<file path="src/rtl/cpu_mem_pkg.sv">
// Shared types and constants for the memory stage and its request timer.
package cpu_mem_pkg;

  typedef enum logic [1:0] {
    IDLE = 2'd0,
    REQ  = 2'd1,
    DONE = 2'd2
  } mem_state_t;

  localparam logic [1:0] WORD_ALIGN_MASK = 2'b11;
  localparam int         DEFAULT_TIMEOUT = 16;

endpackage

</file>
<file path="src/rtl/mem_req_timer.sv">
// Clear/enable cycle counter that flags the last permitted wait cycle of a bus request.
module mem_req_timer
  import cpu_mem_pkg::*;
#(
  parameter int TIMEOUT = DEFAULT_TIMEOUT
) (
  input  logic clk,
  input  logic rst,
  input  logic clear_i,
  input  logic enable_i,
  output logic expire_o
);

  localparam int              CNT_W = $clog2(TIMEOUT);
  localparam logic [CNT_W-1:0] LAST = CNT_W'(TIMEOUT - 1);

  logic [CNT_W-1:0] count_q;
  logic [CNT_W-1:0] count_d;

  // Counter next-state; the owner clears it before it can pass LAST.
  always_comb begin
    count_d = count_q;
    if (clear_i) begin
      count_d = {CNT_W{1'b0}};
    end else if (enable_i) begin
      count_d = count_q + CNT_W'(1);
    end else begin
      count_d = count_q;
    end
  end

  // Counter register.
  always_ff @(posedge clk or posedge rst) begin
    if (rst) begin
      count_q <= {CNT_W{1'b0}};
    end else begin
      count_q <= count_d;
    end
  end

  assign expire_o = enable_i & (count_q == LAST);

endmodule

</file>
<file path="src/rtl/mem_access.sv">
// Pipeline memory stage: issues req/ack data-memory transactions, stalls upstream
// while one is outstanding, and hands a registered result to writeback.
module mem_access
  import cpu_mem_pkg::*;
#(
  parameter int DATA_W  = 32,
  parameter int TIMEOUT = DEFAULT_TIMEOUT
) (
  input  logic              clk,
  input  logic              rst,
  input  logic [DATA_W-1:0] exeOut,
  input  logic [DATA_W-1:0] RegData1_o,
  input  logic              valid_in,
  input  logic              memRead,
  input  logic              memWrite,
  output logic              stall,
  output logic              dmem_req,
  output logic              dmem_we,
  output logic [DATA_W-1:0] dmem_addr,
  output logic [DATA_W-1:0] dmem_wdata,
  input  logic              dmem_ack,
  input  logic [DATA_W-1:0] dmem_rdata,
  output logic [DATA_W-1:0] memOut,
  output logic              valid_out,
  output logic              misalign_err,
  output logic              bus_err
);

  mem_state_t        state_q, state_d;
  logic              req_q, req_d;
  logic              we_q, we_d;
  logic [DATA_W-1:0] addr_q, addr_d;
  logic [DATA_W-1:0] wdata_q, wdata_d;
  logic [DATA_W-1:0] mem_out_q, mem_out_d;
  logic              valid_q, valid_d;
  logic              misalign_q, misalign_d;
  logic              bus_err_q, bus_err_d;

  logic mem_op_s;
  logic aligned_s;
  logic in_req_s;
  logic expire_s;

  assign mem_op_s  = memRead | memWrite;
  assign aligned_s = ((exeOut[1:0] & WORD_ALIGN_MASK) == 2'b00);
  assign in_req_s  = (state_q == REQ);

  mem_req_timer #(
    .TIMEOUT (TIMEOUT)
  ) u_timer (
    .clk      (clk),
    .rst      (rst),
    .clear_i  (~in_req_s),
    .enable_i (in_req_s),
    .expire_o (expire_s)
  );

  // Stall in the issuing cycle too, so upstream holds the op until DONE releases it.
  assign stall = in_req_s | ((state_q == IDLE) & valid_in & mem_op_s & aligned_s);

  // Next-state and output decode; result pulses default low every cycle.
  always_comb begin
    state_d    = state_q;
    req_d      = req_q;
    we_d       = we_q;
    addr_d     = addr_q;
    wdata_d    = wdata_q;
    mem_out_d  = mem_out_q;
    valid_d    = 1'b0;
    misalign_d = 1'b0;
    bus_err_d  = 1'b0;
    case (state_q)
      IDLE: begin
        if (valid_in && mem_op_s && aligned_s) begin
          addr_d  = exeOut;
          wdata_d = RegData1_o;
          we_d    = memWrite;
          req_d   = 1'b1;
          state_d = REQ;
        end else if (valid_in && mem_op_s) begin
          misalign_d = 1'b1;
          valid_d    = 1'b1;
          mem_out_d  = {DATA_W{1'b0}};
        end else if (valid_in) begin
          valid_d   = 1'b1;
          mem_out_d = exeOut;
        end else begin
          state_d = IDLE;
        end
      end
      REQ: begin
        // An ack in the expiry cycle still completes normally.
        if (dmem_ack) begin
          req_d     = 1'b0;
          valid_d   = 1'b1;
          mem_out_d = we_q ? addr_q : dmem_rdata;
          state_d   = DONE;
        end else if (expire_s) begin
          req_d     = 1'b0;
          bus_err_d = 1'b1;
          valid_d   = 1'b1;
          mem_out_d = {DATA_W{1'b0}};
          state_d   = DONE;
        end else begin
          state_d = REQ;
        end
      end
      DONE: begin
        state_d = IDLE;
      end
      default: begin
        req_d   = 1'b0;
        state_d = IDLE;
      end
    endcase
  end

  // State and output registers.
  always_ff @(posedge clk or posedge rst) begin
    if (rst) begin
      state_q    <= IDLE;
      req_q      <= 1'b0;
      we_q       <= 1'b0;
      addr_q     <= {DATA_W{1'b0}};
      wdata_q    <= {DATA_W{1'b0}};
      mem_out_q  <= {DATA_W{1'b0}};
      valid_q    <= 1'b0;
      misalign_q <= 1'b0;
      bus_err_q  <= 1'b0;
    end else begin
      state_q    <= state_d;
      req_q      <= req_d;
      we_q       <= we_d;
      addr_q     <= addr_d;
      wdata_q    <= wdata_d;
      mem_out_q  <= mem_out_d;
      valid_q    <= valid_d;
      misalign_q <= misalign_d;
      bus_err_q  <= bus_err_d;
    end
  end

  assign dmem_req     = req_q;
  assign dmem_we      = we_q;
  assign dmem_addr    = addr_q;
  assign dmem_wdata   = wdata_q;
  assign memOut       = mem_out_q;
  assign valid_out    = valid_q;
  assign misalign_err = misalign_q;
  assign bus_err      = bus_err_q;

endmodule

</file>
<file path="config.mk">
export PLATFORM = sky130hd
export DESIGN_NAME = mem_access
export DESIGN_NICKNAME = d
export VERILOG_FILES = /design/src/rtl/cpu_mem_pkg.sv /design/src/rtl/mem_req_timer.sv /design/src/rtl/mem_access.sv
export SDC_FILE = /design/constraint.sdc
export NUM_CORES = 1
export LEC_CHECK = 0
export CAP_MARGIN = 20
export CORE_ASPECT_RATIO = 0.75
export CORE_MARGIN = 10
export CORE_UTILIZATION = 46
export CTS_CLUSTER_SIZE = 14
export DETAILED_ROUTE_END_ITERATION = 8
export GPL_TIMING_DRIVEN = 0
export PLACE_DENSITY_LB_ADDON = 0.3
export SLEW_MARGIN = 20
export SYNTH_ARGS = -nofsm -noshare
export SYNTH_HDL_FRONTEND = slang
export SYNTH_SLANG_ARGS = --single-unit
</file>
<file path="constraint.sdc">
create_clock -name clk -period 7.1 [get_ports clk]
set_input_delay 0.71 -clock clk [delete_from_list [all_inputs] [get_ports clk]]
set_output_delay 0.71 -clock clk [all_outputs]
set_load 0.01 [all_outputs]
</file>
---- Word-level counts from Yosys, hierarchy flattened ----
Cells that the tools add are included.
word-level totals
  output and inout bits ................... 102
  bits of input ports ..................... 102
  flip-flop bits (word level) ............. 107
  word-level logic and storage cells ...... 65
cells by class
  equality and inequality tests ........... 9
  $add $sub $neg .......................... 1
  bitwise operators ....................... 7
  reduce and logical (&&, ||, !) cells .... 9
  multiplexer cells ....................... 29
operators with widths
  kind                                                              count
  32-bit two-way mux                                                6
  32-bit case mux with 2 select lines                               1
  1-bit two-way mux                                                 13
  3-bit by 2-bit != test with 1-bit output (second input constant)  4
  2-bit two-way mux                                                 5
  4-bit by 1-bit adder with 4-bit output (second input constant)    1
  1-bit AND                                                         4
  4-bit == test (second input constant)                             1
  2-bit zero test                                                   2
  4-bit two-way mux                                                 1
  2-bit case mux with 2 select lines                                1
  2-bit AND reduction                                               2
  4-bit AND reduction                                               1
  1-bit case mux with 3 select lines                                1
  3-bit AND reduction                                               1
  2-bit by 1-bit == test with 1-bit output (second input constant)  1
  2-bit == test (second input constant)                             1
  1-bit logical AND                                                 2
  2-bit by 1-bit != test with 1-bit output (second input constant)  1
  2-bit != test (second input constant)                             1
  1-bit OR                                                          2
  1-bit case mux with 2 select lines                                1
  2-bit nonzero test                                                1
  1-bit inverter                                                    1

---- Longest topological paths before layout ----
  depth after elaboration ................. 5
  depth in mapped cells ................... 7
  mapped depth without buffers ............ 5

---- By module ----
A second synthesis with hierarchy kept.
unflattened totals
  cells, all modules ...................... 327
  area, all modules ....................... 5,033.6 um^2
modules (own cells, without submodules)
  module         cells an instance  area each (um^2)  instances  sequential area each (um^2)
  mem_access     308                4,802.1           1          2,577.5
  mem_req_timer  19                 231.5             1          100.1

---- Least setup slack after synthesis ----
Ideal clock, no wire load.
  kind .................................... input to register
  start point ............................. input memWrite
  end point ............................... register mem_out_q[10], in the netlist memOut[10]
  slack ................................... 4.927 ns
  path buffers ............................ 1
  setup time .............................. 0.125 ns
  arrival time ............................ 2.048 ns
  required time ........................... 6.975 ns
  stages on the path ...................... 5
  path through ............................ o21ai_1 -> nor4b_4 -> nor4_4 -> buf_6 -> mux2_2
between the ends
  word-level cells in the longest chain between the ends .. 5
  elaborated cells on any way between the ends .. 9
  classes of those cells .................. 2 x eq/ne; 3 x mux; 1 x bitwise; 3 x reduce/logical
ends and longest elaborated chain
  what                                                                               RTL line                            source
  start: declaration                                                                 mem_access.sv:15                    input logic memWrite,
  1-bit OR (*)                                                                       mem_access.sv:44                    assign mem_op_s = memRead | memWrite;
  1-bit logical AND (*)                                                              mem_access.sv:74, mem_access.sv:80
  32-bit two-way mux / 1-bit logical AND (equally long branches)                     mem_access.sv:80, mem_access.sv:74
  32-bit two-way mux / 2-bit != test (equally long branches)                         --
  32-bit case mux with 2 select lines / 4-bit AND reduction (equally long branches)  --
  end signal: assignment                                                             mem_access.sv:126                   mem_out_q <= {DATA_W{1'b0}};
  end signal: assignment                                                             mem_access.sv:136                   mem_out_q <= mem_out_d;
  end: declaration                                                                   mem_access.sv:34                    logic [DATA_W-1:0] mem_out_q, mem_out_d;
Every way passes the cells marked *; elsewhere a longest branch is shown, timed or not. The select of a mux whose other input is x is not followed.
A chain may end at the register's enable or synchronous reset.

---- Worst setup path after layout ----
  start point ............................. input memWrite
  end point ............................... output stall
between the ends
  word-level cells in the longest chain between the ends .. 4
ends and longest elaborated chain
  what                    RTL line          source
  1-bit OR                mem_access.sv:44
  1-bit AND (2 in a row)  mem_access.sv:59  assign stall = in_req_s | ((state_q == IDLE) & valid_in & mem_op_s & aligned_s);
  1-bit OR                mem_access.sv:59
  end: declaration        mem_access.sv:16  output logic stall,
No other way between the ends.

==> metrics.yaml <==
fin_cells: 671
post-route-min-period_ps: 2973
drc: 0
syn-cell-area_um2: 4687
status: "finished, final reports clean"
firstDrtPassIters: 4
antenna_found_initial: 0
cts.path.max_buffers: 2
die_w_um: 136.6
die_h_um: 107.4
synth_seq_area_share: 0.5713
num_vias: 3478
grt_pass1_wl_um: 22110
rr_endpoint: "dmem_wdata[11]"
cts_tree: "built"
rrSetupSlack_ps: 4900
switchingPower_mw: 0.6010
final_antenna_net_count: 0
report.final.setup_viol: 0
rsz0062_at_grt: "false"
drt-initial-drc-count: 128
drive_above_1_share: 0.2356
cts.sinks: 107
numCtsBuffers: 9
mostFrequentLayoutCell: "clkdlybuf4s50_1"
place_area_um2: 6917
wire_per_inst_um: 21.42
intPower_mw: 1.459
ys.flop_type: "dfrtp_1"
crit_path_start_kind: "input pin"
total_power_mw: 2.060
gp_routability_congestion: 0.7823
async_flop_share: 1.000
cp.arrival_ps: 2260
hold_depth: 1
final_nets: 637
drt_wl_total_um: 14370
finalCritPeriodShare: 0.4187
root_buffer: "clkbuf_16"
syn_nets: 422
final_area_um2: 7207
ff2ff_path_depth: 4
path_clk_slew_ps: 70
synth-seq-cells: 107
final_cell_mix: "203 x clkdlybuf4s50_1, 107 x dfrtp_1, 93 x mux2_2"
cts_hold_buf: 0
seq_area_um2: 2678
dpl.hpwl_um: 11140
syn_inst: 319
power_frac_clock: 0.232
worst_pin_slew_ps: 829.1
die_area_um2: 14670
grt_start_max_net_pins: 64
clk_latency_ps: 340
boundaryPins: 204
multi_input_area_um2: 1878
start_util: 0.4776
htree_levels: 3
fillers: 667
min_path_type: "register to register"
setup_ws_ps: 4127
path_class: "input pin to primary output"
tns_ps: 0
finalMaxSlewViolations: 0
end_kind: "primary output"
core_area_um2: 9813
synth_edf_count: 0
fmax_ghz: 0.3364
hold_viol: 0
track_usage: 0.1949
syn_avg_cell_area_um2: 14.69
required_ps: 6390
area_growth_pct: 53.76
viasPerCell: 5.183
hold_path_end: "u_timer.count_q[0]"
r2r_start: "state_q[0]"
peakVddDrop_v: 0.0002017
place_ws_ps: 4032
num_rows: 31
hp-start: "u_timer.count_q[0]"
power_density_nw_per_um2: 285.9
p_seq_frac: 0.407
leakage_nw: 3.035
overflow: 0
p_sw_frac: 0.2917
max_slew_margin: 0.4472
yosys_warnings: 0
drv_cap: 0
port_buffers: 203
grt_pass1_vias: 3926
dp_cells: 655
post_cts_buffers: 0
combPwrFrac: 0.361
path_max_fanout: 4
num_antenna_cells: 0
cts-resized-gates: 0
synth_cell_types: 28
finalClockSkew_ps: 4.951
cells in the mapped netlist, types with 2 or more instances:
cell type	number	area share
buf_6	4	0.0096
nor2_1	9	0.0072
nor2b_1	2	0.0027
mux2i_1	32	0.068
clkbuf_1	9	0.0072
mux2_2	93	0.22
dfrtp_1	107	0.57
mux2_1	2	0.0048
buf_2	9	0.0096
nand2b_1	2	0.0027
inv_1	2	0.0016
o2bb2ai_1	32	0.060
worst max-delay path by stage:
stage                     startpoint              to  slack, ps  cells past startpoint
after global routing        valid_in           stall       4040                      4
after global placement           rst       memOut[0]       2060                      2
after detailed placement    memWrite  dmem_wdata[11]       4030                      6
after floorplan                  rst         bus_err       3570                      1
after CTS                   memWrite           stall       4100                      4
final                       memWrite           stall       4130                      4
critical path, cell delays in order:
cell and delay, ps:
clkdlybuf4s50_1 500, o21ai_1 160, o41ai_1 290, clkdlybuf4s50_1 600
flip-flops by register name (all words and copies together), names as in the netlist:
| signal | flops |
|---|---|
| state_q | 2 |
| dmem_we | 1 |
| dmem_req | 1 |
| bus_err | 1 |
| memOut | 32 |
| valid_out | 1 |
| dmem_wdata | 32 |
| misalign_err | 1 |
| u_timer.count_q | 4 |
| dmem_addr | 32 |
kinds of logic after synthesis:
kind of cell | synth area share
buf+inv | 0.02803
flops | 0.5713
xor+xnor | 0.003738
simple gates | 0.03390
mux | 0.2966
fa+ha+maj | 0.002669
compound gates | 0.06380
per-layer routing:
layer,track usage,part of all wire,vias to the layer above,wire length (um)
met5,0,0,-,0
met4,0.04856,0.013,0,186
met3,0.1152,0.14,13,1985
met2,0.3153,0.47,146,6724
met1,0.2152,0.38,1722,5478
li1,-,-,1597,-
layout make-up:
class                   count  area share
flip-flops and latches    107      0.3715
repair buffers            204      0.2858
multi-input cells         188      0.2606
clock buffers              11     0.03507
well taps                 132     0.02292
plain buffers              22     0.01719
clock inverters             5    0.005208
inverters                   2    0.001736
through the flow:
| step | util | hold WS (ps) |
|---|---|---|
| after CTS | 0.7344 | 471.7 |
| final | 0.7344 | 470.5 |
| after floorplan | - | 429.9 |
| after global routing | 0.7344 | 498.8 |
| after detailed placement | 0.7048 | 462.7 |
| after global placement | 0.7015 | 448.0 |
power by group through the flow:
| stage | clock, mW | sequential (mW) | combinational [mW] |
|---|---|---|---|
| CTS | 0.489 | 0.839 | 0.758 |
| finish | 0.479 | 0.838 | 0.744 |
| floorplan | 0 | 0.904 | 0.253 |
| global route | 0.517 | 0.858 | 0.795 |
| detailed placement | 0 | 0.849 | 0.754 |
| global placement | 0 | 0.838 | 0.736 |
Note: power is estimated with default switching activity, not from simulation.
==> RTL edit 1, RTL diff (config.mk and constraints unchanged) <==
`DEFAULT_TIMEOUT`: 16 -> 32.
--- a/src/rtl/cpu_mem_pkg.sv
+++ b/src/rtl/cpu_mem_pkg.sv
@@ -8,7 +8,7 @@
   } mem_state_t;
 
   localparam logic [1:0] WORD_ALIGN_MASK = 2'b11;
-  localparam int         DEFAULT_TIMEOUT = 16;
+  localparam int         DEFAULT_TIMEOUT = 32;
 
 endpackage
 
Function: same outputs for any inputs over 4 cycles, from zero or initial values and one cycle with rst high; that may be too few to reach the edited logic, so the function may still have changed.
==> RTL edit 1 against the original RTL <==
- synthesized area rose by 2.5%
- synthesized cell count rose by 1.9%
- design area rose by 2.1%
- utilization fell by 1.6 points
- register-to-register slack got worse by 0.25 ns
- sequential share of layout area fell by 0.43 points
- sequential cell count rose by 1
- power rose by 4.4%
- worst setup slack improved by 0.15 ns
- sequential power rose by 1%
- routed wire length rose by 0.90%
- highest routed layer unchanged
==> RTL edit 1: results (changes against the original RTL) <==
| Metric | Value |
|---|---|
| Status | completed |
| Remaining max-slew budget at the tightest pin | 0.602 (+0.155) |
| H-tree Lvls | 3 (unchanged) |
| Post-CTS Setup Inserts | 0 (unchanged) |
| Synth top area cells | sky130_fd_sc_hd__dfrtp_1 56%, sky130_fd_sc_hd__mux2_2 16%, sky130_fd_sc_hd__mux2_4 8.1%, sky130_fd_sc_hd__mux2i_1 6.7%, sky130_fd_sc_hd__o2bb2ai_1 5.8% |
| Synth warn | 0 (unchanged) |
| Sum of net half-perimeters after detailed placement | 11100 um (about the same) |
| CTS Buffer Depth | 2 (unchanged) |
| Wire length of the first global-routing pass | 23100 um (+4.2%) |
| Hold-critical path depth | 1 (unchanged) |
| Iter 0 DRT Violations | 155 (+21%) |
| Number of nets at the end of the flow | 644 (+1.1%) |
| Synthesized netlist net count | 429 (+1.7%) |
| Final clock skew | 0.00775 ns (+0.00280 ns) |
| Cell types with the highest counts after synthesis | 108 x sky130_fd_sc_hd__dfrtp_1, 69 x sky130_fd_sc_hd__mux2_2, 32 x sky130_fd_sc_hd__mux2i_1, 32 x sky130_fd_sc_hd__o2bb2ai_1, 26 x sky130_fd_sc_hd__mux2_4 |
| Register clock-pin slew on the reported worst setup and hold paths | 0.07 ns (about the same) |
| Worst-path maximum fanout | 3 (-1) |
| Number of antenna diodes | 0 (unchanged) |
| Arrival time at the worst endpoint | 2.12 ns (-0.14 ns) |
| Sw Ratio | 0.277 (-0.0142) |
| Placer Congestion | 0.787 (+0.61%) |
| Post-cts resize count | 0 (unchanged) |
| Clock network latency to the later pin of the worst-skew pair | 0.34 ns (about the same) |
| Pin count of the biggest net entering global routing | 58 (-9.4%) |
| Depth of the most critical reg-to-reg path | 9 (+5) |
| Share of synthesized area occupied by flip-flops and latches | 0.562 (-0.00892) |
| Type of the tightest min-delay check | reg -> reg |
| DR vias | 3532 (+1.6%) |
| Global-route total usage across every layer | 0.192 (-0.00244) |
| Worst vdd rail ir drop | 0.176 mV (-13%) |
| Buffers on Ports | 203 (unchanged) |
| Inserted Clock Buffers | 9 (unchanged) |
| Antenna violations before repair | 0 (unchanged) |
| Initial DRT Pass Iterations | 4 (unchanged) |
| Proportion of layout cells with a drive suffix above 1 | 0.229 (-0.00626) |
| Share of synthesized registers carrying an async set or reset | 1.00 (unchanged) |
| Count of distinct cell types in the synthesized netlist | 28 (unchanged) |
| Cell leakage power | 3.25 nW (+6.9%) |
| Clock Tree Root | sky130_fd_sc_hd__clkbuf_16 |
| EDFF count, synth | 0 (unchanged) |
| Via count of the first global-routing pass | 3958 (+0.82%) |
| DRT Wirelength | 14500 um (+0.90%) |
-- RTL edit 1: cell types whose count changed in the layout (fill, tap and decap cells not counted), moves of 3 or more --
cell / delta
sky130_fd_sc_hd__mux2_2: -24
sky130_fd_sc_hd__and2_1: +3
sky130_fd_sc_hd__mux2_4: +26
sky130_fd_sc_hd__nand2_1: +5
-- RTL edit 1: critical path: stages --
cell and delay (ns):
sky130_fd_sc_hd__clkdlybuf4s50_1 0.48, sky130_fd_sc_hd__nor2_1 0.20, sky130_fd_sc_hd__a21oi_1 0.09, sky130_fd_sc_hd__nor2_1 0.09
sky130_fd_sc_hd__clkdlybuf4s50_1 0.55
-- RTL edit 1: final timing paths --
check / start / end / slack, ns
setup / recovery: exeOut[1] / stall / 4.27
hold / removal: u_timer.count_q[0] / u_timer.count_q[0] / 0.48
setup reg to reg: u_timer.count_q[0] / memOut[17] / 4.65
hold reg to reg: u_timer.count_q[0] / u_timer.count_q[0] / 0.48
max in group asynchronous: rst / dmem_addr[15] / 5.68
min in group asynchronous: rst / dmem_wdata[19] / 0.79
-- RTL edit 1: final cells by class --
class / count / area [um^2]
clock inverter: 4 / 72.6
timing repair buffer: 204 / 2060
tap: 136 / 170
buffer: 22 / 124
clock buffer: 12 / 246
fill: 726 / 2890
multi-input combinational: 194 / 1980
inverter: 1 / 8.76
sequential: 108 / 2700
-- RTL edit 1: kinds of logic after synthesis --
kind of cell,count (synthesis),share of synthesized area
muxes,127,0.310
DFF,108,0.562
AOI/OAI and AO/OA,38,0.0661
and+or+nand+nor,25,0.0266
buffers and inverters,23,0.0266
xor gates and xnor gates,2,0.00365
adders and majority gates,2,0.00521
-- RTL edit 1: power by group through the flow --
stage | logic (mW) | clock network (mW) | registers (mW)
after global placement | 0.763 | 0 | 0.847
after detailed placement | 0.778 | 0 | 0.859
after CTS | 0.782 | 0.546 | 0.849
final | 0.767 | 0.534 | 0.849
after global routing | 0.820 | 0.576 | 0.867
after floorplan | 0.273 | 0 | 0.916
-- RTL edit 1: routing by layer --
metal	wire, um	track usage
met5	0	0
met4	141	0.0420
met3	1370	0.0780
met2	7040	0.322
met1	5950	0.231
-- RTL edit 1: through the flow --
stage          setup WS (ns)  total power [mW]  cell area, um^2   util  cells
6_report                4.27              2.15             7360  0.718    681
5_1_grt                 4.16              2.26             7360  0.718    681
4_1_cts                 4.26              2.18             7360  0.718    681
3_5_place_dp            4.27              1.64             7040  0.687    665
3_3_place_gp            1.91              1.61             7010  0.684    664
2_1_floorplan           3.54              1.19             4810      -    325
==> RTL edit 2, RTL diff (same settings) <==
Made on the original files. The output `misalign_err` loses its register stage (`misalign_q` becomes a continuous assignment).
--- a/src/rtl/mem_access.sv
+++ b/src/rtl/mem_access.sv
@@ -125,7 +125,6 @@
       wdata_q    <= {DATA_W{1'b0}};
       mem_out_q  <= {DATA_W{1'b0}};
       valid_q    <= 1'b0;
-      misalign_q <= 1'b0;
       bus_err_q  <= 1'b0;
     end else begin
       state_q    <= state_d;
@@ -135,10 +134,11 @@
       wdata_q    <= wdata_d;
       mem_out_q  <= mem_out_d;
       valid_q    <= valid_d;
-      misalign_q <= misalign_d;
       bus_err_q  <= bus_err_d;
     end
   end
+
+  assign misalign_q = misalign_d;
 
   assign dmem_req     = req_q;
   assign dmem_we      = we_q;
Function: changed (a bounded check fails within 4 cycles, from zero or initial values and one cycle with rst high).
==> RTL edit 2 against the original RTL <==
- design area about the same
- critical path depth is the same
- register-to-register slack lost 0.05 ns
- worst setup slack got worse by 0.027 ns
- routed wire length increased by 0.84%
- hold slack improved by 0.016 ns
- synthesized area shrank 0.53%
- combinational power about the same
- clock skew increased by 0.00084 ns
- utilization rose by 0.33 points
- via count is 0.20% lower
- sequential cell count decreased by 1
- power up 2.3%
- critical path type unchanged
==> RTL edit 2: results (changes against the original RTL) <==
| Metric | Value |
|---|---|
| Status | completed |
| Worst vdd rail ir drop | 0.214 mV (+6.1%) |
| Final clock skew | 0.00579 ns (+0.000839 ns) |
| Endpoint of the worst register-to-register path | dmem_wdata[14] |
| Transition time at the pin with the least slew margin | 0.840 ns (+0.0104 ns) |
| Share of synthesized area occupied by flip-flops and latches | 0.569 (-0.00230) |
| Post-DR wirelength/cell | 21.6 um (+0.99%) |
| Post-synthesis area per instance | 14.7 um^2 (-0.22%) |
| DRT Wirelength | 14500 um (+0.84%) |
| Number of nets at the end of the flow | 636 (-0.16%) |
| Power consumption | 2.11 mW (+2.3%) |
| Proportion of layout cells with a drive suffix above 1 | 0.236 (+0.000438) |
| Global-route total usage across every layer | 0.196 (+0.00103) |
| H-tree Lvls | 3 (unchanged) |
| Cell types with the highest counts after synthesis | 106 x sky130_fd_sc_hd__dfrtp_1, 93 x sky130_fd_sc_hd__mux2_2, 32 x sky130_fd_sc_hd__mux2i_1, 32 x sky130_fd_sc_hd__o2bb2ai_1 |
| Via density per instance | 5.18 (about the same) |
| Setup slack, reg-to-reg | 4.85 ns (-0.05 ns) |
| Worst hold margin | 0.486 ns (+0.0156 ns) |
| Placed instance area | 0.00689 mm^2 (-0.36%) |
| Number of placed instances with taps included | 654 (-0.15%) |
| Cell leakage power | 3.05 nW (+0.37%) |
| Wire length of the first global-routing pass | 22100 um (about the same) |
| Placer Congestion | 0.781 (-0.15%) |
| Via count of the first global-routing pass | 3892 (-0.87%) |
| Pre-CTS setup slack | 3.93 ns (-0.0999 ns) |
| Synth top area cells | sky130_fd_sc_hd__dfrtp_1 57%, sky130_fd_sc_hd__mux2_2 22%, sky130_fd_sc_hd__mux2i_1 6.9%, sky130_fd_sc_hd__o2bb2ai_1 6.0%, sky130_fd_sc_hd__buf_2 0.97% |
| Arrival time at the worst endpoint | 2.29 ns (+0.03 ns) |
-- RTL edit 2: changes by cell type in the layout (fill, tap and decap cells not counted) --
cell / change
sky130_fd_sc_hd__clkbuf_8: -1
sky130_fd_sc_hd__clkinvlp_4: -2
sky130_fd_sc_hd__dfrtp_1: -1
sky130_fd_sc_hd__clkinv_2: +3
sky130_fd_sc_hd__bufinv_16: +2
sky130_fd_sc_hd__clkinv_4: -2
-- RTL edit 2: layout make-up --
class                           instances  area, um^2
Timing Repair Buffer                  204        2060
Multi-Input combinational cell        188        1880
Inverter                                2        12.5
Tap cell                              132         165
Clock buffer                           10         239
Sequential cell                       106        2650
Buffer                                 22         124
Fill cell                             647        2560
Clock inverter                          6        80.1
-- RTL edit 2: worst max path at each step --
stage | end | slack (ns) | cells past startpoint
3_5_place_dp | dmem_wdata[14] | 3.93 | 6
5_1_grt | stall | 4.05 | 4
3_3_place_gp | dmem_addr[0] | 2.07 | 2
4_1_cts | stall | 4.10 | 4
6_report | stall | 4.10 | 4
2_1_floorplan | bus_err | 3.60 | 1
-- RTL edit 2: layer usage --
metal,vias up,GRT usage,share of wire
met1,1728,0.220,0.39
met5,-,0,0
met2,138,0.320,0.47
li1,1592,-,-
met3,13,0.109,0.13
met4,0,0.0463,0.010
-- RTL edit 2: kinds of logic after synthesis --
group | Yosys count | share of synthesized area
muxes | 127 | 0.298
DFF | 106 | 0.569
AOI/OAI and AO/OA | 35 | 0.0641
buffers and inverters | 24 | 0.0282
and+or+nand+nor | 23 | 0.0341
xor gates and xnor gates | 2 | 0.00376
adders and majority gates | 1 | 0.00268
-- RTL edit 2: report_power, final --
| part | switching, mW | internal [mW] |
|---|---|---|
| combinational | 0.292 | 0.451 |
| sequential | 0.0870 | 0.744 |
| clock | 0.218 | 0.316 |
